`src/rtl/mul_arbiter.sv`:
```
// Two-requester round-robin front end for a single shared multiplier.
// One operation is in flight at a time; the product is held until its owner takes it.
module mul_arbiter #(
    parameter int DATA_WIDTH = 32,
    parameter int RES_WIDTH  = 2 * DATA_WIDTH
) (
    input  logic                  clk,
    input  logic                  reset,
    input  logic                  req0_valid,
    input  logic                  req1_valid,
    input  logic [DATA_WIDTH-1:0] req0_a,
    input  logic [DATA_WIDTH-1:0] req0_b,
    input  logic [DATA_WIDTH-1:0] req1_a,
    input  logic [DATA_WIDTH-1:0] req1_b,
    output logic                  req0_ready,
    output logic                  req1_ready,
    output logic                  resp0_valid,
    output logic                  resp1_valid,
    output logic [RES_WIDTH-1:0]  resp_data,
    input  logic                  resp0_ready,
    input  logic                  resp1_ready,
    output logic                  mul_wr_en,
    output logic [DATA_WIDTH-1:0] mul_wr_data_1,
    output logic [DATA_WIDTH-1:0] mul_wr_data_2,
    input  logic                  mul_wr_ready,
    output logic                  mul_rd_en,
    input  logic                  mul_rd_ready,
    input  logic                  mul_rd_val,
    input  logic [RES_WIDTH-1:0]  mul_rd_data,
    output logic                  busy,
    output logic                  owner
);

    typedef enum logic [2:0] {
        IDLE,
        ISSUE,
        WAIT,
        READ,
        HOLD
    } state_t;

    state_t                state;
    logic                  last_grant;
    logic                  owner_q;
    logic [DATA_WIDTH-1:0] op_a;
    logic [DATA_WIDTH-1:0] op_b;
    logic [RES_WIDTH-1:0]  res_q;
    logic                  can_grant;
    logic                  grant_sel;
    logic                  owner_ready;

    // On a tie the requester that did not win last time is chosen.
    always_comb begin
        grant_sel   = (req0_valid && req1_valid) ? ~last_grant : req1_valid;
        can_grant   = reset && (state == IDLE) && mul_wr_ready && (req0_valid || req1_valid);
        owner_ready = owner_q ? resp1_ready : resp0_ready;
    end

    always_ff @(posedge clk) begin
        if (!reset) begin
            state      <= IDLE;
            last_grant <= 1'b1;
            owner_q    <= 1'b0;
            op_a       <= '0;
            op_b       <= '0;
            res_q      <= '0;
        end else begin
            case (state)
                IDLE: begin
                    if (can_grant) begin
                        owner_q    <= grant_sel;
                        last_grant <= grant_sel;
                        op_a       <= grant_sel ? req1_a : req0_a;
                        op_b       <= grant_sel ? req1_b : req0_b;
                        state      <= ISSUE;
                    end
                end
                ISSUE: state <= WAIT;
                WAIT: begin
                    if (mul_rd_ready) begin
                        state <= READ;
                    end
                end
                READ: begin
                    if (mul_rd_val) begin
                        res_q <= mul_rd_data;
                        state <= HOLD;
                    end
                end
                HOLD: begin
                    if (owner_ready) begin
                        state <= IDLE;
                    end
                end
                default: state <= IDLE;
            endcase
        end
    end

    // Strobes are forced low while reset is asserted, whatever the state register holds.
    assign req0_ready    = can_grant && !grant_sel;
    assign req1_ready    = can_grant && grant_sel;
    assign mul_wr_en     = reset && (state == ISSUE);
    assign mul_rd_en     = reset && (state == WAIT) && mul_rd_ready;
    assign resp0_valid   = reset && (state == HOLD) && !owner_q;
    assign resp1_valid   = reset && (state == HOLD) && owner_q;
    assign busy          = reset && (state != IDLE);
    assign owner         = owner_q;
    assign resp_data     = res_q;
    assign mul_wr_data_1 = op_a;
    assign mul_wr_data_2 = op_b;

endmodule

```
`config.mk`:
```
export PLATFORM = sky130hd
export DESIGN_NAME = mul_arbiter
export DESIGN_NICKNAME = d
export VERILOG_FILES = /design/src/rtl/mul_arbiter.sv
export SDC_FILE = /design/constraint.sdc
export NUM_CORES = 1
export LEC_CHECK = 0
export BUFFER_PORTS_ARGS = -buffer_cell sky130_fd_sc_hd__buf_2
export CAP_MARGIN = 20
export CORE_AREA = 5 5 154 156
export CTS_CLUSTER_DIAMETER = 30
export CTS_CLUSTER_SIZE = 8
export DETAILED_ROUTE_END_ITERATION = 8
export DIE_AREA = 0 0 159 161
export SYNTH_ARGS = -nofsm -noshare
export SYNTH_HDL_FRONTEND = slang
export SYNTH_SLANG_ARGS = --single-unit
```
`constraint.sdc`:
```
create_clock -name clk -period 1.3 [get_ports clk]
set_input_delay 0.065 -clock clk [delete_from_list [all_inputs] [get_ports clk]]
set_output_delay 0.065 -clock clk [all_outputs]
set_load 0.02 [all_outputs]
```
==> impl_results.md <==
* Outcome: finished, violations left
* Failing checks: setup timing
* Root Driver: clkbuf_16
* DRC violations left at 0
* Most common cell after layout, fill and taps aside: buf_2
* GRT Total Usage at 0.1959
* RePlAce Congestion at 0.7752
* Via count at 7420
* Leak at 5.273 nW
* Hold Crit Class: input port to flop
* Most common cell type on the critical path: buf_6
* Top FF cell, synth: dfxtp_1
* CP Launch Type: flop
* Die span in y at 161 µm
* Die footprint at 25600 µm²
* Final Cycle Share at 1.237
* Avg Cell Area, Syn at 7.959 µm²
* Critical path's slowest cell: or3_4
* Worst-Margin Slew at 0.3545 ns
* Cells after DPL at 1265
* Initial Utilization at 0.2442
* Top cells by area, synth: dfxtp_1 49%, nand2_1 18%, a21oi_1 12%
* Post-Syn Nets at 883
* Reg clk slew, reported paths at 0.06 ns
* Routed WL at 28360 µm
* Worst-Skew Late Latency at 0.42 ns
* Area delta synth->final at 113.6%
* Final setup fails at 135
* VDD IR max at 0.0006759 V
* Cell area after synthesis at 5428 µm²
* Slew headroom at 0.7637
* Pwr Total at 0.01202 W
* Mapped Cells at 682
* Clock skew at 0.01647 ns
* P per Cell Area at 1037 nW/µm²
* Post-synthesis async set-or-reset flop share at 0
* Clock sink total at 133
* Vias per std cell at 4.859
* GRT overflow at 0
* Fill cells at 1883
* Layout Cells excl Fill at 1527
* CORE AREA at 22230 µm²
* Global-route wire length before repair at 40850 µm
* Final ANT Viol Nets at 0
* Largest area contributor in the netlist: dfxtp_1
* Pins Over Slew Limit at 0
* Seq/Total Area, Yosys at 0.4905
* Starting DRT DRC Count at 460
* Total Nets Final at 1428
* CP cell instances: buf_6 > buf_6 > or3_4 > nor2_8 > buf_12 > clkbuf_16 > a311oi_1
* Final worst path period need at 1.609 ns
* Final setup margin at -0.3087 ns
* RSZ-0062 raised after global routing: yes
* TritonCTS Buffers at 17
* Clock buffer depth at 2
* Initial antenna violation count at 3
* Commonest non-fill, non-tap cells in the layout: 329 x buf_2, 197 x nand2_1, 195 x dlygate4sd3_1
* Yosys top cell area share at 0.4905
* CP Capture Type: flop
* Port bufs at 336
* Max Fclk at 0.6216 GHz
* Layout cell share with drive strength beyond 1 at 0.4774
* Initial DRT Pass Iterations at 5
* WS Path Type: flop to flop
* Post-synth EDFFs at 0
* Peak fanout along the critical path at 8
* Largest net degree at the start of global routing at 46
* Yosys warns at 0
* Worst EP arrival at 1.90 ns
* Yosys reg bits at 133
* Site Rows at 55
* Worst hold margin at 0.06006 ns
* Distinct cells, synth at 29
* CP Data Required Time at 1.59 ns
* Vias in the first global route at 7594
* WL/cell at 18.57 µm
* Fin. Hold Viols at 0
* Hpwl dp at 14600 µm
* Die X at 159 µm
* Crit-path max cell delay at 0.37 ns
* Io pins at 337
* Htree depth at 4
* Max Cap Viol at 0
* CTS tree: yes
==> final cells by class <==
type                            count  area, µm²  area share
Timing Repair Buffer              591       4658      0.4019
Multi-Input combinational cell    480       3259      0.2812
Sequential cell                   133       2671      0.2305
Clock buffer                       20      446.7     0.03854
Tap cell                          285      356.6     0.03076
Clock inverter                     12      176.4     0.01522
Inverter                            4      17.52    0.001511
Antenna cell                        2      5.005   0.0004318
==> stage by stage <==
step	TNS [ns]	worst slack (ns)	util	cell area, µm²
after floorplan	-2.891	-0.04824	-	5440
after global placement	-4.108	-0.07267	0.3382	7518
after detailed placement	-7.735	-0.1205	0.3382	7518
after CTS	-25.43	-0.3319	0.4812	10700
after global routing	-28.17	-0.3472	0.5213	11590
final	-21.90	-0.3087	0.5215	11590
==> registers in the layout, summed over array words and instances (netlist names) <==
register / flops
owner: 1
last_grant: 1
mul_wr_data_1: 32
state: 3
mul_wr_data_2: 32
resp_data: 64
==> worst max-delay path, delay by kind of cell, from the launching register on <==
| kind | cells | cell delay, ns |
|---|---|---|
| compound gates | 1 | 0.09 |
| flops | 1 | 0.33 |
| simple gates | 2 | 0.52 |
| buf+inv | 4 | 0.54 |
==> synthesized netlist by cell type, types with 2 or more instances <==
cell,number
a311oi_1,64
clkbuf_1,24
nor2_1,5
buf_6,9
nand2_1,258
buf_2,25
nand3_1,5
buf_4,6
inv_1,3
dfxtp_1,133
o21ai_0,2
a21oi_1,131
==> final timing paths <==
path,start,endpoint,slack (ns),cells past startpoint
worst min register to register,resp_data[22],resp_data[22],0.45,2
worst max-delay path,state[1],mul_wr_data_2[26],-0.31,7
worst max register to register,state[1],mul_wr_data_2[26],-0.31,7
worst min-delay path,reset,last_grant,0.06,3
==> where the power goes <==
group	internal [W]	total (W)	switching, W
Sequential	0.00424	0.00433	0.0000893
Combinational	0.00125	0.00250	0.00125
Clock	0.00327	0.00519	0.00192
Total	0.00876	0.0120	0.00326
==> layer usage <==
| metal | GRT usage | part of all wire | up-vias | wire length (µm) |
|---|---|---|---|---|
| li1 | - | - | 3463 | - |
| met1 | 0.2324 | 0.42 | 3483 | 11860 |
| met2 | 0.3264 | 0.47 | 396 | 13300 |
| met3 | 0.06762 | 0.080 | 72 | 2275 |
| met4 | 0.07755 | 0.032 | 6 | 896 |
| met5 | 0 | 0.0012 | - | 34 |
==> cell families (layout without fill, tap and decap cells) <==
kind of cell / after synthesis / count (layout) / synth area share
AO/OA/AOI/OAI: 202 / 202 / 0.2340
buffers and inverters: 69 / 627 / 0.07008
flip-flops: 133 / 133 / 0.4905
multiplexers: 1 / 1 / 0.001844
other: 0 / 2 / 0
AND/OR/NAND/NOR: 277 / 277 / 0.2036
==> what timing repair did <==
item | in CTS | in global routing
cloned | 9 | 8
setup buffers | 15 | 5
setup endpoints to repair | 136 | 138
endpoints found under the hold margin | 130 | 0
pin swaps | 9 | 90
hold buffers | 195 | 0
gates resized for setup | 62 | 192
No activity file was read; power rests on OpenSTA's default activity.
